## src/rtl/ae18_pkg.sv

```systemverilog
// Shared definitions for the AE18 return-stack controller.
package ae18_pkg;

    typedef enum logic {
        ST_INIT = 1'b0,
        ST_RUN  = 1'b1
    } stk_state_e;

    // Highest usable stack index for a given pointer width.
    function automatic int unsigned stk_max(input int unsigned aw);
        return (32'd1 << aw) - 32'd1;
    endfunction

endpackage

```

## src/rtl/ae18_stack_ctl_if.sv

```systemverilog
// Request/status bundle between the core/SFR logic and the stack controller.
interface ae18_stack_ctl_if #(
    parameter int DW = 21,
    parameter int AW = 5
);
    logic          push;
    logic [DW-1:0] push_dat;
    logic          pop;
    logic          tos_we;
    logic [DW-1:0] tos_wdat;
    logic          sp_we;
    logic [AW-1:0] sp_wdat;
    logic          flg_clr;
    logic [DW-1:0] tos;
    logic [AW-1:0] sp;
    logic          stkful;
    logic          stkunf;
    logic          serr_rst;
    logic          busy;

    modport master (
        output push, push_dat, pop, tos_we, tos_wdat, sp_we, sp_wdat, flg_clr,
        input  tos, sp, stkful, stkunf, serr_rst, busy
    );

    modport slave (
        input  push, push_dat, pop, tos_we, tos_wdat, sp_we, sp_wdat, flg_clr,
        output tos, sp, stkful, stkunf, serr_rst, busy
    );
endinterface

```

## src/rtl/ae18_sram.sv

```systemverilog
// Single-port-write, single-port-read stack RAM with registered, write-first read.
module ae18_sram #(
    parameter int ISIZ = 21,
    parameter int SSIZ = 5
) (
    input  logic            clk,
    input  logic            we_i,
    input  logic [SSIZ-1:0] wadr_i,
    input  logic [ISIZ-1:0] wdat_i,
    input  logic [SSIZ-1:0] radr_i,
    output logic [ISIZ-1:0] rdat_o
);
    logic [ISIZ-1:0] mem_q [2**SSIZ];
    logic [ISIZ-1:0] rdat_q;

    // Same-cycle write to the read address returns the new word.
    always_ff @(posedge clk) begin
        if (we_i) mem_q[wadr_i] <= wdat_i;
        rdat_q <= (we_i && (wadr_i == radr_i)) ? wdat_i : mem_q[radr_i];
    end

    assign rdat_o = rdat_q;
endmodule

```

## src/rtl/ae18_stack_ctl.sv

```systemverilog
// AE18 hardware call stack: clears its RAM after reset, then services
// push/pop/TOS-write/pointer-load with sticky overflow/underflow flags.
module ae18_stack_ctl
    import ae18_pkg::*;
#(
    parameter int DW     = 21,
    parameter int AW     = 5,
    parameter bit STVREN = 1'b1
) (
    input logic             clk,
    input logic             rst,
    ae18_stack_ctl_if.slave bus
);
    localparam logic [AW-1:0] SP_MAX = AW'(stk_max(AW));

    stk_state_e    state_q, state_d;
    logic [AW-1:0] wadr_q, wadr_d;
    logic [AW-1:0] sp_q, sp_d;
    logic          ful_q, ful_d;
    logic          unf_q, unf_d;
    logic          serr_q, serr_d;
    logic          ovf_ev, unf_ev;

    logic          ram_we;
    logic [AW-1:0] ram_wadr;
    logic [DW-1:0] ram_wdat;
    logic [DW-1:0] ram_rdat;

    always_ff @(posedge clk or posedge rst) begin
        if (rst) begin
            state_q <= ST_INIT;
            wadr_q  <= '0;
            sp_q    <= '0;
            ful_q   <= 1'b0;
            unf_q   <= 1'b0;
            serr_q  <= 1'b0;
        end else begin
            state_q <= state_d;
            wadr_q  <= wadr_d;
            sp_q    <= sp_d;
            ful_q   <= ful_d;
            unf_q   <= unf_d;
            serr_q  <= serr_d;
        end
    end

    always_comb begin
        state_d  = state_q;
        wadr_d   = wadr_q;
        sp_d     = sp_q;
        ful_d    = ful_q;
        unf_d    = unf_q;
        ovf_ev   = 1'b0;
        unf_ev   = 1'b0;
        ram_we   = 1'b0;
        ram_wadr = sp_q;
        ram_wdat = '0;

        case (state_q)
            ST_INIT: begin
                // Requests are dropped; the sequencer owns the write port.
                ram_we   = 1'b1;
                ram_wadr = wadr_q;
                wadr_d   = wadr_q + AW'(1);
                if (wadr_q == SP_MAX) state_d = ST_RUN;
            end
            ST_RUN: begin
                if (bus.sp_we) begin
                    sp_d = bus.sp_wdat;
                end else if (bus.push && bus.pop) begin
                    if (sp_q == '0) begin
                        unf_ev = 1'b1;
                    end else begin
                        ram_we   = 1'b1;
                        ram_wdat = bus.push_dat;
                    end
                end else if (bus.push) begin
                    if (sp_q == SP_MAX) begin
                        ovf_ev = 1'b1;
                    end else begin
                        ram_we   = 1'b1;
                        ram_wadr = sp_q + AW'(1);
                        ram_wdat = bus.push_dat;
                        sp_d     = sp_q + AW'(1);
                    end
                end else if (bus.pop) begin
                    if (sp_q == '0) unf_ev = 1'b1;
                    else            sp_d   = sp_q - AW'(1);
                end else if (bus.tos_we) begin
                    if (sp_q != '0) begin
                        ram_we   = 1'b1;
                        ram_wdat = bus.tos_wdat;
                    end
                end

                if (bus.flg_clr) begin
                    ful_d = 1'b0;
                    unf_d = 1'b0;
                end
                if (ovf_ev) ful_d = 1'b1;
                if (unf_ev) unf_d = 1'b1;
            end
            default: state_d = ST_INIT;
        endcase

        serr_d = STVREN && (ovf_ev || unf_ev);
    end

    // Reading at next-sp lets tos track the pointer with no extra cycle.
    ae18_sram #(
        .ISIZ(DW),
        .SSIZ(AW)
    ) u_sram (
        .clk   (clk),
        .we_i  (ram_we),
        .wadr_i(ram_wadr),
        .wdat_i(ram_wdat),
        .radr_i(sp_d),
        .rdat_o(ram_rdat)
    );

    assign bus.tos      = (sp_q == '0) ? '0 : ram_rdat;
    assign bus.sp       = sp_q;
    assign bus.stkful   = ful_q;
    assign bus.stkunf   = unf_q;
    assign bus.serr_rst = serr_q;
    assign bus.busy     = (state_q == ST_INIT);
endmodule
```

## src/flat_wrapper.sv

```systemverilog
// flat-port wrapper written by rule: the top's interface ports become plain ports
module ae18_stack_ctl_flat import ae18_pkg::*;
#(
    parameter int DW     = 21,
    parameter int AW     = 5,
    parameter bit STVREN = 1'b1
)
  (clk, rst, bus_push, bus_push_dat, bus_pop, bus_tos_we, bus_tos_wdat, bus_sp_we, bus_sp_wdat, bus_flg_clr, bus_tos, bus_sp, bus_stkful, bus_stkunf, bus_serr_rst, bus_busy);
  ae18_stack_ctl_if #(.DW(DW), .AW(AW)) bus_i ();
  input logic clk;
  input logic rst;
  input wire logic [$bits(bus_i.push)-1:0] bus_push;
  input wire logic [$bits(bus_i.push_dat)-1:0] bus_push_dat;
  input wire logic [$bits(bus_i.pop)-1:0] bus_pop;
  input wire logic [$bits(bus_i.tos_we)-1:0] bus_tos_we;
  input wire logic [$bits(bus_i.tos_wdat)-1:0] bus_tos_wdat;
  input wire logic [$bits(bus_i.sp_we)-1:0] bus_sp_we;
  input wire logic [$bits(bus_i.sp_wdat)-1:0] bus_sp_wdat;
  input wire logic [$bits(bus_i.flg_clr)-1:0] bus_flg_clr;
  output wire logic [$bits(bus_i.tos)-1:0] bus_tos;
  output wire logic [$bits(bus_i.sp)-1:0] bus_sp;
  output wire logic [$bits(bus_i.stkful)-1:0] bus_stkful;
  output wire logic [$bits(bus_i.stkunf)-1:0] bus_stkunf;
  output wire logic [$bits(bus_i.serr_rst)-1:0] bus_serr_rst;
  output wire logic [$bits(bus_i.busy)-1:0] bus_busy;
  assign bus_i.push = bus_push;
  assign bus_i.push_dat = bus_push_dat;
  assign bus_i.pop = bus_pop;
  assign bus_i.tos_we = bus_tos_we;
  assign bus_i.tos_wdat = bus_tos_wdat;
  assign bus_i.sp_we = bus_sp_we;
  assign bus_i.sp_wdat = bus_sp_wdat;
  assign bus_i.flg_clr = bus_flg_clr;
  assign bus_tos = bus_i.tos;
  assign bus_sp = bus_i.sp;
  assign bus_stkful = bus_i.stkful;
  assign bus_stkunf = bus_i.stkunf;
  assign bus_serr_rst = bus_i.serr_rst;
  assign bus_busy = bus_i.busy;
  ae18_stack_ctl #(.DW(DW), .AW(AW), .STVREN(STVREN)) u_core (.clk(clk), .rst(rst), .bus(bus_i));
endmodule
```

## config.mk

```make
export PLATFORM = sky130hd
export DESIGN_NAME = ae18_stack_ctl_flat
export DESIGN_NICKNAME = d
export VERILOG_FILES = /design/src/rtl/ae18_pkg.sv /design/src/rtl/ae18_stack_ctl_if.sv /design/src/rtl/ae18_sram.sv /design/src/rtl/ae18_stack_ctl.sv /design/src/flat_wrapper.sv
export SDC_FILE = /design/constraint.sdc
export NUM_CORES = 1
export LEC_CHECK = 0
export BUFFER_PORTS_ARGS = -buffer_cell sky130_fd_sc_hd__buf_4
export CORE_MARGIN = 5
export CORE_UTILIZATION = 65
export CTS_BUF_LIST = sky130_fd_sc_hd__clkbuf_4 sky130_fd_sc_hd__clkbuf_8
export CTS_CLUSTER_DIAMETER = 80
export DETAILED_ROUTE_END_ITERATION = 16
export PLACE_DENSITY = 0.83
export SLEW_MARGIN = 20
export SYNTH_ARGS = -nofsm -noshare
export SYNTH_HDL_FRONTEND = slang
export SYNTH_SLANG_ARGS = --single-unit
```

## constraint.sdc

```tcl
create_clock -name clk -period 4.8 [get_ports clk]
set_clock_uncertainty 0.15 [all_clocks]
set_input_delay 0.96 -clock clk [delete_from_list [all_inputs] [get_ports clk]]
set_output_delay 0.96 -clock clk [all_outputs]
set_load 0.01 [all_outputs]
```

Yosys cells after proc, flatten, opt, wreduce, memory -nomap -nowiden
Memory sizes are Yosys's and may differ from the RTL's. A register that Yosys moved wholly into a read port is not among the register bits.
Cells that the tools add are included.
{"block": "op_classes", "addsub": 3, "n_eq_ne": 2, "muxes": 50, "bitwise_logic": 1, "n_reduce_logical": 8}
{"operator": "21-bit 2-to-1 mux", "n": 10}
{"operator": "5-bit 2-to-1 mux", "n": 10}
{"operator": "1-bit 2-to-1 mux", "n": 28}
{"operator": "5-bit by 1-bit adder with 5-bit output (second input constant)", "n": 2}
{"operator": "5-bit equality test (second input constant)", "n": 2}
{"operator": "5-bit case mux with 2 select lines", "n": 1}
{"operator": "5-bit zero test", "n": 1}
{"operator": "5-bit nonzero test", "n": 1}
{"operator": "5-bit by 1-bit subtractor with 5-bit output (second input constant)", "n": 1}
{"operator": "2-bit AND reduction", "n": 2}
{"operator": "2-bit nonzero test", "n": 2}
{"operator": "1-bit case mux with 2 select lines", "n": 1}
{"operator": "1-bit logical AND", "n": 1}
{"operator": "1-bit logical OR", "n": 1}
{"operator": "1-bit NOT", "n": 1}
{"block": "totals", "reg_bits": 14, "mem_bits_rw": 672, "inputBits": 54, "output_inout_bits": 30, "mem_count": 1}
{"memory": "u_core.u_sram.mem_q", "words": 32, "word_bits": 21, "read_ports": 1, "rd_ports_with_merged_regs": 1, "write_ports": 1, "line": "ae18_sram.sv:13", "rtl": "logic [ISIZ-1:0] mem_q [2**SSIZ];"}

Depth between registers and ports, before layout
Gate-level depths: netlist (run 1).
{"block": "logic_depth", "depth_word": 10, "mapped_depth": 8, "depth_no_buf": 7}

Cells and area by module
From an unflattened synthesis (run 1), not the netlist that was laid out.
{"block": "unflattened", "cells_unflattened": 1686, "hier_area_um2": 28031.9}
{"module": "ae18_sram", "n_inst": 1, "cells_each": 1465, "area_per_inst_um2": 26431.6}
{"module": "ae18_stack_ctl", "n_inst": 1, "cells_each": 221, "area_per_inst_um2": 1600.3}

Worst setup path before layout (run 1)
No wires, ideal clock.
{"block": "synth_timing", "kind": "input to register", "from": "input port bus_push", "to": "memory u_core.u_sram.mem_q[0][8], data pin", "arrival_time_ps": 3028, "required_ps": 4183, "setup_slack_ps": 1155, "stages": 4, "n_path_buf": 3, "cell_sequence": "buf_2 > clkbuf_1 > buf_1 > a211oi_1"}
{"block": "synth_via", "elab_chain_cells": 4, "elab_cells_between_ends": 5}
{"item": "start: declaration", "line": "flat_wrapper.sv:12", "rtl": "input wire logic [$bits(bus_i.push)-1:0] bus_push;"}
{"item": "21-bit 2-to-1 mux or 1-bit logical AND (tied branches)", "line": "ae18_stack_ctl.sv:77, ae18_stack_ctl.sv:70"}
{"item": "21-bit 2-to-1 mux *", "line": "ae18_stack_ctl.sv:70", "rtl": "end else if (bus.push && bus.pop) begin"}
{"item": "21-bit 2-to-1 mux *", "line": "ae18_stack_ctl.sv:68", "rtl": "if (bus.sp_we) begin"}
{"item": "21-bit 2-to-1 mux *", "line": "ae18_stack_ctl.sv:59", "rtl": "case (state_q)"}
{"item": "named net u_core.ram_wdat[8]", "line": "ae18_stack_ctl.sv:26", "rtl": "logic [DW-1:0] ram_wdat;"}
{"item": "end: declaration", "line": "ae18_sram.sv:13"}
The timed path passes the listed nets; every way through them passes the cells marked *.

Final worst setup path (run 1)
{"block": "layout_timing", "from": "register u_core.sp_q[2] (netlist: u_core.bus.sp[2])", "to": "output port bus_tos[1]"}
{"block": "layout_via", "elab_chain_cells": 2}
{"item": "start: declaration", "line": "ae18_stack_ctl.sv:18", "rtl": "logic [AW-1:0] sp_q, sp_d;"}
{"item": "start signal: assignment", "line": "ae18_stack_ctl.sv:40", "rtl": "sp_q <= sp_d;"}
{"item": "5-bit zero test", "line": "ae18_stack_ctl.sv:122", "rtl": "assign bus.tos = (sp_q == '0) ? '0 : ram_rdat;"}
{"item": "21-bit 2-to-1 mux", "line": "ae18_stack_ctl.sv:122"}
{"item": "end: declaration", "line": "flat_wrapper.sv:20", "rtl": "output wire logic [$bits(bus_i.tos)-1:0] bus_tos;"}
No other way between the ends.

==> summary.txt, run 1 <==
Floorplanning
  – Core region area: 41,800 sq um
  – Die width: roughly 210 microns
  – Initial Util: 65.4%
  – Site Rows: 75
  – Die Height: 215 microns
  – Die ar.: approximately 46,000 sq um
  – I/O pin count: 84

Cells and area
  – Nets: around 1,500
  – Final cell count without fillers: roughly 2,100
  – Antenna cells: 0
  – Commonest non-fill, non-tap cell in the layout: edfxtp_1
  – Layout cells sized above 1: between 30% and 40%
  – Final Util: between 70% and 80%
  – Most frequent cells in the layout: 672 x edfxtp_1, 168 x mux4_2, 153 x buf_4
  – Syn-to-layout area delta: 13.6%

Setup path
  – Cell depth of the worst flop-to-flop path: 6
  – CP max-delay cell: or4b_4
  – Crit path kind: reg2out
  – CP peak stage delay: approximately 0.67 ns
  – Reg2reg setup slack: around 1.1 ns
  – Cell repeated most along the worst path: buf_4
  – Worst Path Required: approximately 3.7 ns
  – R2R Path End: u_core.u_sram.mem_q[20][16]$_DFFE_PP_
  – CP Max Fanout: 19
  – Worst Setup EP: bus_tos[1]
  – CP arrival: around 3.4 ns
  – Reg2reg start: u_core.state_q$_DFF_PP0_
  – Crit path from: u_core.bus.sp[2]$_DFF_PP0_
  – Crit path launch type: flip-flop
  – Crit path cell chain: or4b_4, nand3b_1, buf_4, o22ai_1, a21o_1, buf_4
  – CP Capture Type: output port

Power
  – PwrDens: 418 nW/um^2
  – Worst vdd ir: roughly 460 uV
  – Leakage: between 10 and 15 nW
  – Total Power: about 0.013 W

Clock network
  – CTS resizes: 0
  – Clk buf depth: 3
  – CTS hold repair buffers: 0
  – CTS buffer count: ~100
  – Worst-skew pair later-pin latency: ~0.67 ns
  – # Post-CTS Setup Buffers: 0
  – CTS Sinks: roughly 700
  – Clock-pin slew on the worst setup and hold paths: 0.06 ns
  – CTS tree: built
  – Root Driver: clkbuf_8
  – H-tree level count: 3

Synthesis
  – Post-synth EDFFs: 672
  – Gate Count Post-Synth: 1,281
  – Post-synth top flop: edfxtp_1
  – Yosys warnings: 0
  – Async set-reset flop share out of synthesis: approximately 2.0%
  – Unique masters post-synth: 54
  – Synth Register Bits: just under 700
  – Syn Std Cell Area: ~27,000 sq um
  – Seq/Total Area, Yosys: 75.5%
  – Synthesized Nets: roughly 1,300
  – Mapped Avg Cell Area: 21.3 sq um

Global route
  – First-pass GRT wire length: between 90 and 100 mm
  – Number of global-route vias before repair: about 15,000
  – Gr usage total: slightly below 30%
  – Pin count of the biggest net entering global routing: between 70 and 80
  – Gr ovfl total: 0
  – Initial antenna violation count: 1

Timing
  – Final hold violation count: 0
  – Minimum clock period: 4.47 ns
  – Slew HR: about 41%
  – Slew Viols, Final: 0
  – F_max: between 200 and 250 MHz
  – Hold slack: roughly 0.19 ns
  – Total negative setup slack: 0 ns
  – Tcrit/Tclk final: between 90% and 100%
  – RSZ-0062 raised after global routing: false
  – Final setup vio count: 0
  – Worst slew pin tran: 0.874 ns

Run
  – Max cap viols: 0

Drt
  – Routed WL: between 60 and 70 mm
  – Vias/cell: 6.89
  – Residual DRC: 0
  – Pre-antenna DRT Iters: 6
  – Initial DRC count: between 2,000 and 2,500
  – Routed vias: between 10,000 and 15,000
  – Wire per inst: roughly 31 microns
  – Post-route antenna net violation count: 0

Place
  – Cell count after placement: roughly 1,900
  – Port-buffer cells: 83
  – Final HPWL DP: 39.2 mm
  – GPL Wtd Cong: 0.916

Min path
  – Worst Hold Class: in2async

Run status
  – Outcome: finished clean
==> report_power, final <==
group | internal (W) | switching (W) | total, W | leakage, nW
Combinational | 0.000669 | 0.000850 | 0.00152 | 3.01
Clock | 0.00252 | 0.00217 | 0.00469 | 1.06
Sequential | 0.00670 | 0.0000659 | 0.00676 | 6.63
==> synth_stat cells (all sizes together), types with 9 or more instances <==
cell type  number  share of area, %
a21o           11              0.30
clkbuf         12              0.16
a221o          12              0.44
edfxtp        672                74
nand2          11              0.15
o21ai           9              0.16
mux2           26               1.1
nor2b          11              0.25
o22ai          35              0.80
a21oi          13              0.24
nor2           59              0.81
mux2i          60               2.2
dfrtp          14               1.3
a211oi         13              0.36
buf            60               1.3
nand3          21              0.40
mux4          168                14
==> flip-flops by register name (all words and copies together) (netlist names), named ones only <==
| name | cells |
|---|---|
| u_core.u_sram.mem_q | 672 |
| u_core.bus.sp | 5 |
| u_core.wadr_q | 5 |
| u_core.bus.serr_rst | 1 |
| u_core.bus.stkful | 1 |
| u_core.bus.stkunf | 1 |
| u_core.state_q | 1 |
==> worst min path at each step <==
| stage | slack [ns] | end | from |
|---|---|---|---|
| final | 0.19 | u_core.wadr_q[1]$_DFFE_PP0N_ | rst |
| after floorplan | 0.33 | u_core.wadr_q[2]$_DFFE_PP0N_ | u_core.wadr_q[2]$_DFFE_PP0N_ |
| after CTS | 0.17 | u_core.bus.serr_rst$_DFF_PP0_ | rst |
| after global routing | 0.21 | u_core.state_q$_DFF_PP0_ | rst |
| after detailed placement | 0.32 | u_core.bus.stkful$_DFFE_PP0P_ | u_core.bus.stkful$_DFFE_PP0P_ |
| after global placement | 0.32 | u_core.bus.stkunf$_DFFE_PP0P_ | u_core.bus.stkunf$_DFFE_PP0P_ |
==> critical path, delay by kind of cell (launching register included) <==
family,cells,cell delay (ns)
AND/OR/NAND/NOR,2,1.25
flip-flops,1,0.62
buffers and inverters,2,0.48
AO/OA/AOI/OAI,2,0.33
==> cell type report <==
cell class              instances  area [sq um]
flip-flops and latches        691         20600
repair buffers                160          1290
clock inverters                33           216
well taps                     539           674
fillers                      2181         10700
multi-input cells             510          6360
inverters                       8          30.0
clock buffers                 148          1810
==> stage by stage <==
step	instance area, sq um	setup WS [ns]
final	31000	0.334
after global routing	31000	0.198
after CTS	31000	0.325
after detailed placement	29000	0.881
after global placement	29000	1.00
after floorplan	27300	1.15
==> cell families (layout without fill, tap and decap cells) <==
| group | count (synthesis) | after routing | share of synthesized area [%] |
|---|---|---|---|
| AO/OA/AOI/OAI | 115 | 115 | 2.95 |
| XOR/XNOR | 3 | 3 | 0.0962 |
| AND/OR/NAND/NOR | 134 | 134 | 2.51 |
| multiplexers | 254 | 254 | 17.1 |
| buffers and inverters | 80 | 349 | 1.61 |
| flip-flops | 691 | 691 | 75.5 |
| adder cells (fa/ha/maj) | 4 | 4 | 0.183 |
==> metal layers <==
| layer | wire, microns | GRT usage [%] | vias to the layer above |
|---|---|---|---|
| li1 | - | - | 5793 |
| met3 | 7730 | 7.01 | 159 |
| met5 | 0 | 0 | - |
| met4 | 2390 | 10.2 | 0 |
| met2 | 31800 | 44.5 | 1041 |
| met1 | 23800 | 41.6 | 7394 |
(Power assumes the default switching activity.)
==> run 2: changes to the inputs <==
--- a/config.mk
+++ b/config.mk
@@ -11,7 +11,9 @@
 export CTS_BUF_LIST = sky130_fd_sc_hd__clkbuf_4 sky130_fd_sc_hd__clkbuf_8
 export CTS_CLUSTER_DIAMETER = 80
 export DETAILED_ROUTE_END_ITERATION = 16
+export MAX_ROUTING_LAYER = met4
 export PLACE_DENSITY = 0.83
+export REMOVE_ABC_BUFFERS = 1
 export SLEW_MARGIN = 20
 export SYNTH_ARGS = -nofsm -noshare
 export SYNTH_HDL_FRONTEND = slang
==> summary.txt, run 2 (same netlist as run 1, synthesis figures left out) <==
Run status
  – Outcome: finished clean (unchanged)

Timing
  – Worst slew pin tran: 0.864 ns (was 0.874 ns)
  – Fin worst setup slack: 0.317 ns (was 0.334 ns)
  – Final setup vio count: 0 (unchanged)
  – RSZ-0062 raised after global routing: false (unchanged)
  – F_max: 223 MHz (was 224 MHz)
  – Slew HR: 42.4% (was 41.2%)
  – Slew Viols, Final: 0 (unchanged)
  – Final hold violation count: 0 (unchanged)
  – Hold slack: 0.196 ns (was 0.190 ns)
  – Minimum clock period: 4.48 ns (was 4.47 ns)
  – Tcrit/Tclk final: 93.4% (was 93.0%)

Setup path
  – CP arrival: 3.37 ns (was 3.36 ns)
  – Crit path kind: reg2out (unchanged)
  – CP Max Fanout: 13 (was 19)
  – Worst Path Required: 3.69 ns (about the same)
  – Crit path launch type: flip-flop (unchanged)
  – CP Capture Type: output port (unchanged)

Cells and area
  – Antenna cells: 0 (unchanged)
  – Top reg by flops: u_core.u_sram.mem_q (unchanged)
  – Syn-to-layout area delta: 13.3% (was 13.6%)
  – Nets: 1,533 (was 1,531)
  – Most frequent cells in the layout: 672 x edfxtp_1, 168 x mux4_2, 156 x buf_4 (was 672 x edfxtp_1, 168 x mux4_2, 153 x buf_4)
  – Final Util: 74.1% (was 74.3%)
  – Max reg flops: 672 (unchanged)
  – Commonest non-fill, non-tap cell in the layout: edfxtp_1 (unchanged)
  – Layout cells sized above 1: 36.3% (was 36.6%)
  – Final cell count without fillers: 2,089 (unchanged)

Place
  – GPL Wtd Cong: 0.962 (was 0.916)
  – Cell count after placement: 1,910 (was 1,908)
  – Worst slack, placed: 0.783 ns (was 0.881 ns)
  – Port-buffer cells: 83 (unchanged)
  – Final HPWL DP: 38.1 mm (was 39.2 mm)

Power
  – Leakage: 10.7 nW (about the same)
  – Cell Int Power: 0.00983 W (was 0.00988 W)
  – Switch Pwr: 0.00298 W (was 0.00309 W)
  – Comb power frac: 11.5% (was 11.7%)
  – Sequential cell fraction of total power: 53.0% (was 52.1%)
  – Sw Ratio: 23.3% (was 23.8%)
  – Clock network power share: 35.5% (was 36.2%)
  – Worst vdd ir: 215 uV (was 457 uV)
  – PwrDens: 414 nW/um^2 (was 418 nW/um^2)

Global route
  – Initial antenna violation count: 0 (was 1)
  – Gr ovfl total: 0 (unchanged)
  – Pin count of the biggest net entering global routing: 47 (was 72)
  – First-pass GRT wire length: 92.1 mm (was 97.2 mm)
  – Number of global-route vias before repair: 14,400 (was 14,600)
  – Gr usage total: 28.0% (was 28.8%)

Floorplanning
  – I/O pin count: 84 (unchanged)
  – Die width: 215 microns (unchanged)
  – Initial Util: 65.4% (unchanged)
  – Core region area: 41,800 sq um (unchanged)
  – Site Rows: 75 (unchanged)
  – Die Height: 215 microns (unchanged)
  – Die ar.: 46,200 sq um (unchanged)

Clock network
  – CTS hold repair buffers: 0 (unchanged)
  – # Post-CTS Setup Buffers: 0 (unchanged)
  – CTS buffer count: 102 (unchanged)
  – H-tree level count: 3 (unchanged)
  – Root Driver: clkbuf_8 (unchanged)
  – Worst-skew pair later-pin latency: 0.68 ns (was 0.67 ns)
  – CTS resizes: 0 (unchanged)
  – CTS Sinks: 691 (unchanged)
  – CTS tree: built (unchanged)
  – Clk buf depth: 3 (unchanged)
  – Clock-pin slew on the worst setup and hold paths: 0.06 ns (about the same)

Drt
  – Residual DRC: 0 (unchanged)
  – Routed WL: 61.7 mm (was 65.7 mm)
  – Wire per inst: 29.5 microns (was 31.5 microns)
  – Routed vias: 14,000 (was 14,400)
  – Pre-antenna DRT Iters: 6 (unchanged)
  – Post-route antenna net violation count: 0 (unchanged)
  – Initial DRC count: 1,708 (was 2,004)
  – Vias/cell: 6.69 (was 6.89)

Run
  – Max cap viols: 0 (unchanged)

Min path
  – Worst Hold Class: in2async (unchanged)
## run 2: area by class of cell
class,instances,area [sq um]
Inverter,8,30.0
Fill cell,2192,10800
Multi-Input combinational cell,510,6340
Clock inverter,30,189
Clock buffer,149,1780
Timing Repair Buffer,162,1290
Tap cell,539,674
Sequential cell,691,20600
## run 2: power groups by stage
stage               logic (W)  clock network (W)  registers (W)
global placement      0.00144                  0        0.00691
floorplan            0.000956                  0        0.00701
global route          0.00155            0.00494        0.00679
detailed placement    0.00147                  0        0.00691
CTS                   0.00148            0.00462        0.00679
finish                0.00148            0.00455        0.00679
## run 2: path summary, 6_finish.rpt
path	startpoint	end	slack [ns]	cells after the start
setup / recovery	u_core.bus.sp[0]$_DFF_PP0_	bus_tos[0]	0.32	7
setup reg to reg	u_core.bus.sp[0]$_DFF_PP0_	u_core.u_sram.mem_q[23][2]$_DFFE_PP_	1.36	7
hold reg to reg	u_core.bus.stkful$_DFFE_PP0P_	u_core.bus.stkful$_DFFE_PP0P_	0.37	2
hold / removal	rst	u_core.bus.serr_rst$_DFF_PP0_	0.20	2
max in group asynchronous	rst	u_core.bus.sp[0]$_DFF_PP0_	3.90	2
min in group clk	u_core.bus.stkful$_DFFE_PP0P_	u_core.bus.stkful$_DFFE_PP0P_	0.37	2
## run 2: critical path, cell delays in order, from the launching register on
cell and delay [ns]:
dfrtp_1 0.47, inv_1 0.12, ha_1 0.19, or4b_4 0.52
nand3b_1 0.57, o22ai_1 0.32, a221o_1 0.37, buf_4 0.16
## run 2: metal layers
layer	vias to the layer above	GRT usage, %	part of all wire (%)
li1	5794	-	-
met3	112	6.95	11
met4	0	10.1	3.3
met1	7159	37.6	37
met5	-	-	0
met2	920	43.0	49
## run 2: per-stage QoR
stage / cell area (sq um) / power [W] / setup TNS, ns
finish: 30900 / 0.0128 / 0
CTS: 30900 / 0.0129 / 0
global placement: 29000 / 0.00835 / 0
floorplan: 26900 / 0.00797 / -84.82
global route: 30900 / 0.0133 / 0
detailed placement: 29000 / 0.00838 / 0
==> run 3: changes to the inputs <==
--- a/config.mk
+++ b/config.mk
@@ -6,13 +6,15 @@
 export NUM_CORES = 1
 export LEC_CHECK = 0
 export BUFFER_PORTS_ARGS = -buffer_cell sky130_fd_sc_hd__buf_4
+export CELL_PAD_IN_SITES_DETAIL_PLACEMENT = 2
+export CELL_PAD_IN_SITES_GLOBAL_PLACEMENT = 2
 export CORE_MARGIN = 5
-export CORE_UTILIZATION = 65
+export CORE_UTILIZATION = 55
 export CTS_BUF_LIST = sky130_fd_sc_hd__clkbuf_4 sky130_fd_sc_hd__clkbuf_8
 export CTS_CLUSTER_DIAMETER = 80
 export DETAILED_ROUTE_END_ITERATION = 16
 export MAX_ROUTING_LAYER = met4
-export PLACE_DENSITY = 0.83
+export PLACE_DENSITY_LB_ADDON = 0.1
 export REMOVE_ABC_BUFFERS = 1
 export SLEW_MARGIN = 20
 export SYNTH_ARGS = -nofsm -noshare
==> summary.txt, run 3 <==
Synthesis
  – Most instantiated cells after synthesis: 672 x edfxtp_1, 168 x mux4_2, 60 x mux2i_1, 59 x nor2_1, 43 x buf_2 (unchanged)
  – Unique masters post-synth: 54 (unchanged)
  – Post-synth top flop: edfxtp_1 (unchanged)
  – Post-synth top area share: 73.9% (unchanged)
  – Most common cell in the netlist: edfxtp_1 (unchanged)
  – Seq/Total Area, Yosys: 75.5% (unchanged)
  – Largest area contributor in the netlist: edfxtp_1 (unchanged)
  – Mapped Avg Cell Area: 21.3 sq um (unchanged)
  – Yosys warnings: 0 (unchanged)
  – Top cells by area in the synthesized netlist: edfxtp_1 74%, mux4_2 14%, mux2i_1 2.2% (unchanged)
  – Async set-reset flop share out of synthesis: 2.03% (unchanged)
  – Synth Register Bits: 691 (unchanged)
  – Gate Count Post-Synth: 1,281 (unchanged)
  – Post-synth EDFFs: 672 (unchanged)
  – Syn Std Cell Area: 27,300 sq um (unchanged)

Floorplanning
  – Die Height: 233 microns (was 215 microns)
  – Site Rows: 81 (was 75)
  – Initial Util: 55.7% (was 65.4%)
  – I/O pin count: 84 (unchanged)
  – Die width: 233 microns (was 215 microns)

Run status
  – Outcome: stopped before the end (was finished clean)
  – Failed at: detailed placement (3_5_place_dp)
  – Stop err: [ERROR DPL-0033] detailed placement checks failed during check placement.

Place
  – GPL Wtd Cong: 0.804 (was 0.962)
  – Port-buffer cells: 83 (unchanged)
  – Final HPWL DP: 63.0 mm (was 38.1 mm)
==> run 3: cells by family after synthesis <==
| group | count (synthesis) | synth area share (%) |
|---|---|---|
| fa+ha+maj | 4 | 0.183 |
| simple gates | 134 | 2.51 |
| compound gates | 115 | 2.95 |
| flops | 691 | 75.5 |
| xor+xnor | 3 | 0.0962 |
| mux | 254 | 17.1 |
| buf+inv | 80 | 1.61 |
==> run 3: stage by stage <==
step | area, sq um | std cells | setup WS [ns] | hold slack [ns] | TNS, ns
2_1_floorplan | 26900 | 1209 | -4.11 | 0.330 | -84.82
3_3_place_gp | 29300 | 2052 | 1.16 | 0.324 | 0
==> run 4: changes to the inputs <==
--- a/config.mk
+++ b/config.mk
@@ -6,15 +6,10 @@
 export NUM_CORES = 1
 export LEC_CHECK = 0
 export BUFFER_PORTS_ARGS = -buffer_cell sky130_fd_sc_hd__buf_4
-export CELL_PAD_IN_SITES_DETAIL_PLACEMENT = 2
-export CELL_PAD_IN_SITES_GLOBAL_PLACEMENT = 2
 export CORE_MARGIN = 5
-export CORE_UTILIZATION = 55
-export CTS_BUF_LIST = sky130_fd_sc_hd__clkbuf_4 sky130_fd_sc_hd__clkbuf_8
-export CTS_CLUSTER_DIAMETER = 80
+export CORE_UTILIZATION = 40
 export DETAILED_ROUTE_END_ITERATION = 16
-export MAX_ROUTING_LAYER = met4
-export PLACE_DENSITY_LB_ADDON = 0.1
+export PLACE_DENSITY_LB_ADDON = 0.15
 export REMOVE_ABC_BUFFERS = 1
 export SLEW_MARGIN = 20
 export SYNTH_ARGS = -nofsm -noshare
==> summary.txt, run 4 (same netlist as run 1, synthesis figures left out) <==
Run status
  – Outcome: finished clean (was stopped before the end)

Power
  – Leakage: 10.7 nW
  – Worst vdd ir: approximately 200 uV
  – PwrDens: 433 nW/um^2

Setup path
  – CP Capture Type: output port
  – CP Max Fanout: 13
  – CP max-delay cell: nand3b_1
  – CP delay by family, top: simple AND/OR/NAND/NOR gates
  – Cell repeated most along the worst path: buf_4
  – CP arrival: 3.52 ns
  – Crit path launch type: flip-flop
  – CP peak stage delay: 0.70 ns
  – Worst Path Required: 3.69 ns
  – Crit path cell chain: inv_1, ha_1, or4b_4, nand3b_1, buf_4, o22ai_1, a21o_1, buf_4
  – WP buf/inv: 3
  – Crit path kind: reg2out

Drt
  – Residual DRC: 0
  – Initial DRC count: about 1,200
  – Wire per inst: around 29 microns
  – Pre-antenna DRT Iters: 7
  – Post-route antenna net violation count: 0
  – Vias/cell: between 5 and 6
  – Routed WL: 67.4 mm
  – Routed vias: around 13,000

Timing
  – Final hold violation count: 0
  – Total negative setup slack: 0 ns
  – Minimum clock period: about 4.6 ns
  – RSZ-0062 raised after global routing: false
  – Hold slack: roughly 0.29 ns
  – F_max: roughly 220 MHz
  – Worst slew pin tran: 0.944 ns
  – Final setup vio count: 0
  – Slew Viols, Final: 0
  – Slew HR: between 30% and 40%
  – Tcrit/Tclk final: ~96%

Global route
  – Met3 Use GR: under 10%
  – Most Crowded Layer GR: met2
  – GR Util met1: between 20% and 30%
  – Gr usage total: a little under a fifth
  – Number of global-route vias before repair: about 14,000
  – Initial antenna violation count: 0
  – First-pass GRT wire length: approximately 98 mm
  – Gr ovfl total: 0
  – Met2 Track Usage GR: just under 30%
  – Pin count of the biggest net entering global routing: 57

Clock network
  – CTS hold repair buffers: 0
  – Root Driver: clkbuf_16
  – CTS resizes: 0
  – CTS tree: built
  – # Post-CTS Setup Buffers: 0
  – Clock-pin slew on the worst setup and hold paths: around 0.06 ns
  – H-tree level count: 3
  – Clk buf depth: 3
  – CTS Sinks: approximately 690
  – Worst-skew pair later-pin latency: approximately 0.60 ns
  – CTS buffer count: 72

Run
  – Max cap viols: 0

Floorplanning
  – Die ar.: about 74,000 sq um
  – Initial Util: 40.5% (was 55.7%)
  – Die width: 271 microns (was 233 microns)
  – Die Height: 271 microns (was 233 microns)
  – Site Rows: 95 (was 81)
  – I/O pin count: 84 (unchanged)
  – Core region area: roughly 67,000 sq um

Cells and area
  – Nets: 1,490
  – Syn-to-layout area delta: 16.3%
  – Antenna cells: 0
  – Layout cells sized above 1: approximately a third
  – Top reg by flops: u_core.u_sram.mem_q
  – Commonest non-fill, non-tap cell in the layout: edfxtp_1
  – Most frequent cells in the layout: 672 x edfxtp_1, 168 x mux4_2, 140 x buf_4
  – Max reg flops: between 600 and 700

Place
  – GPL Wtd Cong: 0.865 (was 0.804)
  – Port-buffer cells: 83 (unchanged)
  – Final HPWL DP: 40.4 mm (was 63.0 mm)

Min path
  – Worst Hold Class: in2async
## run 4: through the flow
step	cell area [sq um]	cells	total power, W	utilization, %	setup slack [ns]
4_1_cts	31800	2363	0.0139	47.1	0.193
6_report	31800	2363	0.0138	47.1	0.172
2_1_floorplan	26900	1209	0.00797	-	-4.11
3_3_place_gp	29500	2231	0.00849	43.7	0.790
3_5_place_dp	29500	2231	0.00849	43.7	0.692
5_1_grt	31800	2363	0.0143	47.1	0.0712
## run 4: path summary, 6_finish.rpt
path / startpoint / to / slack (ns) / cells past startpoint
max in group asynchronous: rst / u_core.wadr_q[0]$_DFFE_PP0N_ / 3.81 / 2
min in group clk: u_core.bus.stkful$_DFFE_PP0P_ / u_core.bus.stkful$_DFFE_PP0P_ / 0.36 / 2
setup / recovery: u_core.bus.sp[0]$_DFF_PP0_ / bus_tos[19] / 0.17 / 8
setup reg to reg: u_core.bus.sp[0]$_DFF_PP0_ / u_core.u_sram.mem_q[28][10]$_DFFE_PP_ / 1.11 / 7
hold reg to reg: u_core.bus.stkful$_DFFE_PP0P_ / u_core.bus.stkful$_DFFE_PP0P_ / 0.36 / 2
hold / removal: rst / u_core.bus.sp[3]$_DFF_PP0_ / 0.29 / 2
## run 4: worst register-to-register path, delay by kind of cell (launching register included)
| family | cells | cell delay [ns] |
|---|---|---|
| adder cells (fa/ha/maj) | 1 | 0.25 |
| AND/OR/NAND/NOR | 3 | 1.72 |
| buffers and inverters | 1 | 0.12 |
| flip-flops | 1 | 0.52 |
| AO/OA/AOI/OAI | 2 | 0.52 |
## run 4: cell type report
type | count | area (sq um)
clock buffer | 99 | 2020
clock inverter | 33 | 280
tap | 873 | 1090
sequential | 691 | 20600
fill | 5556 | 35600
timing repair buffer | 149 | 1230
multi-input combinational | 510 | 6480
inverter | 8 | 30.0
## run 4: metal layers
metal	wire, microns	share of wire, %
met1	29300	43
met2	32000	48
met3	4620	6.9
met4	1380	2.0
met5	58	0.086
## run 4: power by group
part / leakage (nW) / total [W] / switching, W / internal, W
registers: 6.63 / 0.00677 / 0.0000727 / 0.00670
clock network: 1.13 / 0.00543 / 0.00222 / 0.00321
logic: 2.96 / 0.00156 / 0.000883 / 0.000681
